### src/rtl/device_ctrl_mc_pkg.sv
// Shared types and constants for the multi-channel device controller (package device_ctrl_pkg).
// The status-register fields here are only used when DEVICE_CTRL_STATUS_EN is defined.
package device_ctrl_pkg;

  typedef enum logic [1:0] {
    IDLE,
    ACCESS,
    RESP
  } state_e;

  // Widest device count onehot() can encode; callers size-cast down to N_DEV.
  localparam int MAX_DEV = 64;

  // All-ones address; callers slice it to their own address width.
  localparam logic [63:0] STATUS_ADDR = '1;

  localparam int TXN_CNT_W  = 16;
  localparam int ERR_CNT_W  = 8;
  localparam int LAST_IDX_W = 8;
  localparam int STATUS_W   = TXN_CNT_W + ERR_CNT_W + LAST_IDX_W;

  function automatic logic [MAX_DEV-1:0] onehot(input int unsigned idx);
    logic [MAX_DEV-1:0] v;
    v      = '0;
    v[idx] = 1'b1;
    return v;
  endfunction

endpackage

### src/rtl/device_ctrl_mc_timeout_cnt.sv
// Ack-timeout counter for device_ctrl_mc: cleared by load, counts up on inc,
// and stops at TIMEOUT-1 where the terminal-count flag is raised.
module dev_timeout_cnt #(
  parameter int TIMEOUT = 15
) (
  input  logic CLOCK_50,
  input  logic RESET_N,
  input  logic load,
  input  logic inc,
  output logic tc
);

  localparam int CNT_W = (TIMEOUT > 1) ? $clog2(TIMEOUT) : 1;
  localparam logic [CNT_W-1:0] LAST = CNT_W'(TIMEOUT - 1);

  logic [CNT_W-1:0] count;

  // NOTE: sequential state is always written with <= so every register in the
  // design samples the values from before the clock edge, independent of order.
  always_ff @(posedge CLOCK_50 or negedge RESET_N) begin
    if (!RESET_N)
      count <= '0;
    else if (load)
      count <= '0;
    else if (inc && !tc)
      count <= count + 1'b1;
  end

  assign tc = (count == LAST);

endmodule

### src/rtl/device_ctrl_mc.sv
// Multi-channel device read/write controller: one request at a time, decoded by
// the top address bits to N_DEV channels, with ack timeout. DEVICE_CTRL_STATUS_EN
// adds an internal status register at the all-ones address.
module device_ctrl_mc
  import device_ctrl_pkg::*;
#(
  parameter int ADDR_W  = 32,
  parameter int DATA_W  = 32,
  parameter int N_DEV   = 4,
  parameter int SEL_W   = $clog2(N_DEV),
  parameter int TIMEOUT = 15
) (
  input  logic                    CLOCK_50,
  input  logic                    RESET_N,
  input  logic                    req_valid,
  output logic                    req_ready,
  input  logic                    req_rw,
  input  logic [ADDR_W-1:0]       req_addr,
  input  logic [DATA_W-1:0]       req_wdata,
  output logic                    resp_valid,
  input  logic                    resp_ready,
  output logic [DATA_W-1:0]       resp_rdata,
  output logic                    resp_err,
  output logic [N_DEV-1:0]        dev_sel,
  output logic                    dev_rw,
  output logic [ADDR_W-SEL_W-1:0] dev_addr,
  output logic [DATA_W-1:0]       dev_wdata,
  input  logic [N_DEV*DATA_W-1:0] dev_rdata,
  input  logic [N_DEV-1:0]        dev_ack
);

  state_e             state;
  logic [SEL_W-1:0]   cur_idx;
  logic [SEL_W-1:0]   req_idx;
  logic               accept;
  logic               ack_hit;
  logic               cnt_tc;
  logic               access_done;
  logic               access_timeout;
  logic [DATA_W-1:0]  sel_rdata;
  logic               status_hit;
  logic [STATUS_W-1:0] status_word;

  assign req_idx        = req_addr[ADDR_W-1 -: SEL_W];
  assign accept         = (state == IDLE) && req_ready && req_valid;
  assign ack_hit        = dev_ack[cur_idx];
  assign sel_rdata      = dev_rdata[cur_idx*DATA_W +: DATA_W];
  assign access_done    = (state == ACCESS) && (ack_hit || cnt_tc);
  assign access_timeout = (state == ACCESS) && !ack_hit && cnt_tc;

  dev_timeout_cnt #(
    .TIMEOUT (TIMEOUT)
  ) u_timeout_cnt (
    .CLOCK_50 (CLOCK_50),
    .RESET_N  (RESET_N),
    .load     (accept),
    .inc      (state == ACCESS),
    .tc       (cnt_tc)
  );

`ifdef DEVICE_CTRL_STATUS_EN
  logic [TXN_CNT_W-1:0]  txn_count;
  logic [ERR_CNT_W-1:0]  err_count;
  logic [LAST_IDX_W-1:0] last_idx;

  assign status_hit  = (req_addr == STATUS_ADDR[ADDR_W-1:0]);
  assign status_word = {txn_count, err_count, last_idx};

  // A status write takes priority; it cannot coincide with a completing access.
  always_ff @(posedge CLOCK_50 or negedge RESET_N) begin
    if (!RESET_N) begin
      txn_count <= '0;
      err_count <= '0;
      last_idx  <= '0;
    end else if (accept && status_hit && req_rw) begin
      txn_count <= '0;
      err_count <= '0;
    end else if (access_done) begin
      last_idx <= LAST_IDX_W'(cur_idx);
      if (txn_count != '1)
        txn_count <= txn_count + 1'b1;
      if (access_timeout && (err_count != '1))
        err_count <= err_count + 1'b1;
    end
  end
`else
  assign status_hit  = 1'b0;
  assign status_word = '0;
`endif

  always_ff @(posedge CLOCK_50 or negedge RESET_N) begin
    if (!RESET_N) begin
      state      <= IDLE;
      cur_idx    <= '0;
      req_ready  <= 1'b0;
      resp_valid <= 1'b0;
      resp_rdata <= '0;
      resp_err   <= 1'b0;
      dev_sel    <= '0;
      dev_rw     <= 1'b0;
      dev_addr   <= '0;
      dev_wdata  <= '0;
    end else begin
      case (state)
        IDLE: begin
          req_ready <= 1'b1;
          if (accept) begin
            req_ready <= 1'b0;
            if (status_hit) begin
              state      <= RESP;
              resp_valid <= 1'b1;
              resp_err   <= 1'b0;
              resp_rdata <= req_rw ? '0 : DATA_W'(status_word);
            end else begin
              state     <= ACCESS;
              cur_idx   <= req_idx;
              dev_sel   <= N_DEV'(onehot(32'(req_idx)));
              dev_rw    <= req_rw;
              dev_addr  <= req_addr[ADDR_W-SEL_W-1:0];
              dev_wdata <= req_wdata;
            end
          end
        end

        ACCESS: begin
          // Ack is tested first so an ack on the terminal-count cycle still succeeds.
          if (ack_hit) begin
            state      <= RESP;
            resp_valid <= 1'b1;
            resp_err   <= 1'b0;
            resp_rdata <= dev_rw ? '0 : sel_rdata;
            dev_sel    <= '0;
          end else if (cnt_tc) begin
            state      <= RESP;
            resp_valid <= 1'b1;
            resp_err   <= 1'b1;
            resp_rdata <= '0;
            dev_sel    <= '0;
          end
        end

        RESP: begin
          if (resp_ready) begin
            state      <= IDLE;
            resp_valid <= 1'b0;
            resp_rdata <= '0;
            resp_err   <= 1'b0;
            req_ready  <= 1'b1;
          end
        end

        default: state <= IDLE;
      endcase
    end
  end

endmodule

### config.mk
export PLATFORM = sky130hd
export DESIGN_NAME = device_ctrl_mc
export DESIGN_NICKNAME = d
export VERILOG_FILES = /design/src/rtl/device_ctrl_mc_pkg.sv /design/src/rtl/device_ctrl_mc_timeout_cnt.sv /design/src/rtl/device_ctrl_mc.sv
export SDC_FILE = /design/constraint.sdc
export NUM_CORES = 1
export LEC_CHECK = 0
export ABC_AREA = 1
export BUFFER_PORTS_ARGS = -buffer_cell sky130_fd_sc_hd__buf_4
export CORE_AREA = 4 4 107 210
export CTS_CLUSTER_DIAMETER = 40
export CTS_CLUSTER_SIZE = 25
export DETAILED_ROUTE_END_ITERATION = 10
export DIE_AREA = 0 0 111 214
export GPL_TIMING_DRIVEN = 0
export PLACE_DENSITY = 0.64
export SETUP_SLACK_MARGIN = 0.2
export SLEW_MARGIN = 15
export SYNTH_ARGS = -nofsm -noshare
export SYNTH_HDL_FRONTEND = slang
export SYNTH_SLANG_ARGS = --single-unit
export TNS_END_PERCENT = 10
### constraint.sdc
create_clock -name CLOCK_50 -period 1.5 [get_ports CLOCK_50]
set_clock_uncertainty 0.05 [all_clocks]
set_input_delay 0.3 -clock CLOCK_50 [delete_from_list [all_inputs] [get_ports CLOCK_50]]
set_output_delay 0.3 -clock CLOCK_50 [all_outputs]
set_load 0.02 [all_outputs]
# After elaboration in Yosys (flattened, before gate mapping)
# Index checks and enable logic that the tools add are counted.
dict set report word_totals {
  regBits 110
  latchBits 0
  ram_bits 0
  romBits 0
  in_bits 201
  output_inout_bits 102
  word_cells 66
  mem_count 0
}
dict set report classes {
  addsub 1
  mul 0
  n_div 0
  order_cmp 3
  n_eq_ne 6
  shift 1
  n_mux 29
  n_bitwise 0
  n_reduce_logical 15
}
# op n
set op_table {}
lappend op_table {{$mux 32} 4}
lappend op_table {{$shiftx 128x8->32} 1}
lappend op_table {{$pmux 32 s2} 1}
lappend op_table {{$mux 4} 5}
lappend op_table {{$reduce_and 3->1} 3}
lappend op_table {{$mux 1} 8}
lappend op_table {{$mux 2} 4}
lappend op_table {{$pmux 4 s2} 1}
lappend op_table {{$reduce_bool 2->1} 4}
lappend op_table {{$lt 2x7->1 const B} 1}
lappend op_table {{$pmux 1 s2} 3}
lappend op_table {{$pmux 2 s3} 1}
lappend op_table {{$add 4x1->4 const B} 1}
lappend op_table {{$eq 4x4->1 const B} 1}
lappend op_table {{$logic_and 1x1->1} 4}
lappend op_table {{$ne 2x2->1 const B} 2}
lappend op_table {{$reduce_and 2->1} 2}
lappend op_table {{$lt 2x3->1 const B} 1}
lappend op_table {{$ne 3x3->1 const B} 1}
lappend op_table {{$bmux 1 s2} 1}
lappend op_table {{$demux 1 s2} 1}
lappend op_table {{$eq 2x1->1 const B} 1}
lappend op_table {{$eq 2x2->1 const B} 1}
lappend op_table {{$ge 2x1->1 const B} 1}
lappend op_table {{other kinds (2)} 2}

# Depth between registers and ports, before layout
# Gate-level depths: netlist of the first run.
dict set report depth {
  ltp_word 6
  mapped_depth 10
}

# By module
# Synthesis of the first run repeated with hierarchy kept, for this count alone.
dict set report unflattened {
  cells_unflattened 946
  area_unflattened_um2 6175.9
}
# mod n_inst cells_each area_each_um2 seq_area_each_um2
set modules_own_cells {}
lappend modules_own_cells {device_ctrl_mc 1 914 5926.9 2652.5}
lappend modules_own_cells {dev_timeout_cnt 1 32 249.0 100.1}

# Worst setup path after synthesis of the first run
# No wires, ideal clock.
dict set report synth_path {
  path_kind {register -> register}
  from {register u_timeout_cnt.count[0]}
  to {register resp_rdata[0]}
  setup_ns 0.116
  t_arrival_ns 1.280
  required_time_ns 1.334
  slack_ns 0.054
  stages_incl_launch_ff 11
  path_buffers 1
  period_less_slack_ns 1.446
  path_cell_list {dfrtp_1 inv_1 ha_1 nand3_1 nand2_4 inv_4 nand2_4 nand2_4 buf_6 nand2_1 nand2_1}
}
dict set report synth_via {
  elab_chain_cells 3
}
# item line_no
set synth_rtl {}
lappend synth_rtl {{from (decl)} device_ctrl_mc_timeout_cnt.sv:16} ;# logic [CNT_W-1:0] count;
lappend synth_rtl {{from (signal assigned)} device_ctrl_mc_timeout_cnt.sv:26} ;# count <= count + 1'b1;
lappend synth_rtl {{$eq 4x4->1} device_ctrl_mc_timeout_cnt.sv:29} ;# assign tc = (count == LAST);
lappend synth_rtl {{$ne 3x3->1 (no source line)} --}
lappend synth_rtl {{$reduce_and 3->1 (no source line)} --}
lappend synth_rtl {{to (signal assigned)} device_ctrl_mc.sv:113} ;# resp_rdata <= req_rw ? '0 : DATA_W'(status_word);
lappend synth_rtl {{to (signal assigned)} device_ctrl_mc.sv:131} ;# resp_rdata <= dev_rw ? '0 : sel_rdata;
lappend synth_rtl {{to (decl)} device_ctrl_mc.sv:22} ;# output logic [DATA_W-1:0] resp_rdata,
# No other way between the ends.
# A chain may end at the register's enable or synchronous reset.

# Worst setup path in the final report of the first run
dict set report layout_path {
  from {register u_timeout_cnt.count[0]}
  to {register resp_rdata[10]}
}
# The elaborated chain is that of the path after synthesis.

==> results of run 1 <==
-- through the flow --
step	util (%)	setup WS (ns)
after CTS	44.5	0.0217
after detailed placement	41.9	-0.247
after global routing	46.0	-0.0829
after floorplan	-	0.116
final	46.0	0.000551
after global placement	41.8	-0.237
-- state kept, by name (all words and copies together) (netlist names) --
| signal | count |
|---|---|
| cur_idx | 2 |
| dev_addr | 30 |
| dev_rw | 1 |
| dev_sel | 4 |
| dev_wdata | 32 |
| req_ready | 1 |
| resp_err | 1 |
| resp_rdata | 32 |
| resp_valid | 1 |
| state | 2 |
| u_timeout_cnt.count | 4 |
-- cell usage in the layout, fill, tap and decap left out, drive strengths merged --
master / synthesis / layout
nand4: 2 / 2
diode: 0 / 1
bufinv: 0 / 1
clkinv: 0 / 1
dfrtp: 110 / 110
clkbuf: 7 / 24
o21ai: 8 / 8
o31ai: 1 / 1
inv: 173 / 174
nor2: 36 / 36
nor3: 4 / 4
ha: 2 / 2
buf: 38 / 351
nand3: 77 / 77
dlygate4sd3: 0 / 1
a21oi: 4 / 4
nand2: 471 / 471
-- final timing paths --
check	endpoint	slack, ns	depth (start not counted)
setup / recovery	resp_rdata[10]$_DFFE_PN0P_	0.0006	10
min in group asynchronous	dev_wdata[2]$_DFFE_PN0P_	0.38	2
hold reg to reg	resp_rdata[1]$_DFFE_PN0P_	0.42	2
max in group asynchronous	dev_wdata[23]$_DFFE_PN0P_	0.36	3
setup reg to reg	resp_rdata[10]$_DFFE_PN0P_	0.0006	10
hold / removal	state[1]$_DFFE_PN0P_	0.07	2
-- logic make-up after synthesis --
| group | share of synthesized area [%] |
|---|---|
| AOI/OAI and AO/OA | 1.53 |
| and+or+nand+nor | 38.4 |
| buffers and inverters | 14.7 |
| DFF | 45.0 |
| adders and majority gates | 0.409 |
-- metal layers --
metal	routed length, um	part of all wire [%]
met1	7040	33
met2	12300	58
met3	983	4.6
met4	819	3.9
met5	0	0
-- power by group through the flow --
stage          combinational (mW)  clock (mW)  sequential, mW
5_1_grt                      11.6        2.64            4.96
2_1_floorplan                4.42           0            6.05
4_1_cts                      10.1        2.52            4.76
3_5_place_dp                 9.41           0            4.81
3_3_place_gp                 9.32           0            4.77
6_report                     10.5        2.44            4.82
-- cell type report --
type                    count  area [um2]  share of cell area [%]
inverters                 173         662                    6.87
plain buffers              45         412                    4.27
diodes                      1        2.50                  0.0260
multi-input cells         605        2610                    27.1
repair buffers            319        2560                    26.6
clock buffers              12         246                    2.56
clock inverters             3        43.8                   0.455
well taps                 269         337                    3.50
flip-flops and latches    110        2760                    28.6
-- repair_timing --
item,4_1_cts,5_1_grt
setup endpoints to repair,110,188
gates cloned,1,1
hold endpoints to repair,44,0
buffers inserted,8,5
pin swaps,5,5
hold buffers,1,0
gates resized for setup,58,80
==> results.json, run 1 <==
{
  "grt_pass1_wl_um": 33200,
  "routed_via_density": 4.25,
  "chipHeight_um": 214,
  "ys_ff_latch": 110,
  "sw_frac_of_total_pct": 44.4,
  "synth_ff_type": "dfrtp_1",
  "synth-seq-area-share_pct": 45.0,
  "outcome": "finished clean",
  "met2_usage_pct": 35.6,
  "dr.pass1.iters": 4,
  "max_slew.worst_pin.slew_ns": 0.399,
  "gp_congestion": 0.846,
  "power_frac_clock_pct": 13.7,
  "rows": 75,
  "avgSynthCellArea_um2": 6.56,
  "grt_max_degree": 67,
  "wl_per_cell_um": 13.8,
  "dr_total_vias": 6527,
  "busiest_layer": "met2",
  "cp.required_ns": 1.76,
  "cts_num_sinks": 110,
  "ir_worst_vdd_uv": 850,
  "area_growth_pct": 57.3,
  "max_stage_delay_ns": 0.39,
  "cp_common_cell": "nand2_1",
  "htree_levels": 3,
  "setup-tns-final_ns": 0,
  "gr-usage-met1_pct": 16.2,
  "timing.slew.headroom_pct": 73.4,
  "fin_crit_sh_pct": 100,
  "power.leakage_nw": 5.91,
  "grt_pass1_vias": 6612,
  "hpwl_um": 17100,
  "synth_fp_nets": 1136,
  "cp_cell_sequence": "inv_2 -> ha_4 -> nand3_4 -> nand2_4 -> inv_6 -> a21oi_4 -> buf_6 -> clkbuf_16 -> nand2_1 -> nand2_1",
  "rsz0062_at_grt": "true",
  "hold_viol_final": 0,
  "hold_ws_ns": 0.0729,
  "crit_start": "u_timeout_cnt.count[0]$_DFFE_PN0P_",
  "clk_pin_slew_worst_paths_ns": 0.07,
  "comb_power_share_pct": 59.2,
  "numCtsBuffers": 9,
  "nFillCells": 2167,
  "synth_common_cells": "nand2_1 (467), inv_1 (169), dfrtp_1 (110)",
  "syn-cell-area_mm2": 0.00612,
  "crit_arrival_ns": 1.76,
  "r2r_start": "u_timeout_cnt.count[0]$_DFFE_PN0P_",
  "slowest_stage": "dfrtp_1",
  "p_per_area_mw_per_mm2": 1850,
  "max-clock-path-buffers": 2,
  "drt-total-wl_um": 21200,
  "post-route-drc-count": 0,
  "placedCellCount": 1505,
  "switching_power_mw": 7.91,
  "yosysMostFrequentCell": "nand2_1",
  "synth_cell_types": 23,
  "synth_top_area_cell": "dfrtp_1",
  "fin_cells": 1537,
  "first_iter_violations": 181,
  "place_area_mm2": 0.00878,
  "cts_tree": "done",
  "postRouteAntennaNets": 0,
  "end_kind": "flop",
  "die_w_um": 111,
  "start_util_pct": 29.3,
  "die-area_mm2": 0.0238,
  "ys_top_cells_by_area": "dfrtp_1 (45%), nand2_1 (29%), inv_1 (10%), nand3_1 (6.3%), buf_2 (2.4%)",
  "overflow": 0,
  "core_area_mm2": 0.0209,
  "crit_fanout": 5,
  "synth-edff-count": 0,
  "yosysWarnings": 0,
  "cap_violations": 0,
  "crit_path_start_kind": "flop",
  "yosysTopAreaCellShare_pct": 45.0,
  "cp_top_family": "buffers and inverters",
  "seq_power_share_pct": 27.1,
  "nets": 1466,
  "num_io_pins": 303,
  "crit_type": "reg -> reg",
  "port_buffers": 302,
  "hold_path_class": "in -> reg",
  "met3_usage_pct": 3.42,
  "drive_gt1_share_pct": 32.8,
  "grt_usage_pct": 17.6,
  "cp_num_buf_inv": 4,
  "internal-power_mw": 9.88,
  "cts-root-buf": "clkbuf_16",
  "min_period_ns": 1.50,
  "syn_inst": 933,
  "fin_area_mm2": 0.00963,
  "antenna_found_initial": 1,
  "maxSlewViolCount": 0,
  "hold_start": "resp_ready",
  "total_power_mw": 17.8,
  "fmaxAchievable_ghz": 0.667,
  "async_reset_ff_share_pct": 100,
  "setup_viol": 0,
  "clkLatencyLatePin_ns": 0.36
}
No activity file was read; power rests on OpenSTA's default activity.
==> inputs of run 2 (changes only) <==
RECOVER_POWER = 50   (was default)
==> results.json, run 2 (synthesized netlist as in run 1, its figures left out) <==
{
  "outcome": "finished clean",
  "crit_type": "reg -> reg",
  "dr.pass1.iters": 4,
  "routed_via_density": 4.25,
  "cts_tree": "done",
  "setup-tns-final_ns": 0,
  "cp_num_buf_inv": 4,
  "p_per_area_mw_per_mm2": 1840,
  "final_cell_mix": "nand2_1 (454), buf_4 (266), inv_1 (166)",
  "die_w_um": 111,
  "cp_top_family": "buffers and inverters",
  "rows": 75,
  "rsz0062_at_grt": "true",
  "crit_arrival_ns": 1.75,
  "setup_viol": 0,
  "max_slew.worst_pin.slew_ns": 0.677,
  "hold_viol_final": 0,
  "cts_num_sinks": 110,
  "cap_violations": 0,
  "holdPathStages": 2,
  "grt_usage_pct": 17.6,
  "hpwl_um": 17100,
  "top_regs": "dev_wdata (32), resp_rdata (32), dev_addr (30)",
  "first_iter_violations": 208,
  "drt-total-wl_um": 21200,
  "power.leakage_nw": 5.76,
  "timing.slew.headroom_pct": 54.9,
  "slowest_stage": "dfrtp_1",
  "numCtsBuffers": 9,
  "met2_length_um": 12300,
  "final_util_pct": 45.3,
  "nets": 1466,
  "fin_crit_sh_pct": 99.8,
  "crit_fanout": 5,
  "dr_total_vias": 6525,
  "overflow": 0,
  "grt_pass1_vias": 6612,
  "postRouteAntennaNets": 0,
  "final_common_cell": "nand2_1",
  "grt_max_degree": 67,
  "port_buffers": 302,
  "maxSlewViolCount": 0,
  "clkLatencyLatePin_ns": 0.36,
  "worst-r2r-cell-count": 10,
  "wl_met1_um": 7030,
  "max_stage_delay_ns": 0.39,
  "num_io_pins": 303,
  "die-area_mm2": 0.0238,
  "cp_common_cell": "nand2_1",
  "cts-root-buf": "clkbuf_16",
  "end_kind": "flop",
  "wl_met3_um": 1010,
  "area_growth_pct": 54.7,
  "cp_cell_sequence": "inv_2 -> ha_4 -> nand3_4 -> nand2_4 -> inv_6 -> a21oi_4 -> buf_6 -> clkbuf_16 -> nand2_1 -> nand2_1",
  "max-clock-path-buffers": 2,
  "wl_per_cell_um": 13.8,
  "clk_pin_slew_worst_paths_ns": 0.07,
  "fmaxAchievable_ghz": 0.668,
  "ir_worst_vdd_uv": 852,
  "min_period_ns": 1.50,
  "core_area_mm2": 0.0209,
  "chipHeight_um": 214,
  "antenna_found_initial": 1,
  "crit_path_start_kind": "flop",
  "crit_cells": 10,
  "routed.top_layer": "met4",
  "grt_pass1_wl_um": 33200,
  "hold_path_class": "in -> reg",
  "gp_congestion": 0.846,
  "post-route-drc-count": 0,
  "drive_gt1_share_pct": 30.1,
  "cp.required_ns": 1.76,
  "start_util_pct": 29.3,
  "htree_levels": 3
}
## run 2: path summary, 6_finish.rpt
path	start	slack (ns)	to
setup / recovery	u_timeout_cnt.count[0]$_DFFE_PN0P_	0.003	resp_rdata[10]$_DFFE_PN0P_
hold / removal	resp_ready	0.07	state[1]$_DFFE_PN0P_
setup reg to reg	u_timeout_cnt.count[0]$_DFFE_PN0P_	0.003	resp_rdata[10]$_DFFE_PN0P_
hold reg to reg	resp_rdata[1]$_DFFE_PN0P_	0.42	resp_rdata[1]$_DFFE_PN0P_
max in group asynchronous	RESET_N	0.15	dev_wdata[23]$_DFFE_PN0P_
min in group asynchronous	RESET_N	0.48	dev_wdata[2]$_DFFE_PN0P_
## run 2: routing by layer
| layer | track usage (%) | vias to the layer above |
|---|---|---|
| met3 | 3.42 | 46 |
| met1 | 16.2 | 2893 |
| met4 | 8.43 | 0 |
| li1 | - | 3371 |
| met5 | 0 | - |
| met2 | 35.6 | 215 |
## run 2: metrics by stage
stage	power, mW	setup WS [ns]	std cells	hold WS (ns)	instance area, um2
floorplan	10.5	0.116	933	-0.0456	6140
global placement	14.1	-0.237	1504	0.406	8740
detailed placement	14.2	-0.247	1505	0.212	8780
CTS	17.4	0.0217	1530	0.0492	9320
global route	18.9	-0.0829	1537	0.0530	9470
finish	17.4	0.00347	1537	0.0728	9470
## run 2: area by class of cell
type	instances	area [um2]
fill	2210	11500
sequential	110	2760
multi-input combinational	605	2610
timing repair buffer	319	2410
inverter	173	662
buffer	45	412
tap	269	337
clock buffer	12	246
clock inverter	3	43.8
antenna	1	2.50
## run 2: what timing repair did
| item | in CTS | in global routing |
|---|---|---|
| resized for setup | 58 | 80 |
| hold buffers | 1 | 0 |
| hold endpoints to repair | 44 | 0 |
| endpoints found under the setup margin | 110 | 188 |
| setup buffers | 8 | 5 |
| pin swaps | 5 | 5 |
| cloned | 1 | 1 |
## run 2: power breakdown
part	internal, mW	total, mW	switching, mW
logic	4.08	10.2	6.10
registers	4.11	4.80	0.686
clock network	1.34	2.44	1.10
total	9.53	17.4	7.88
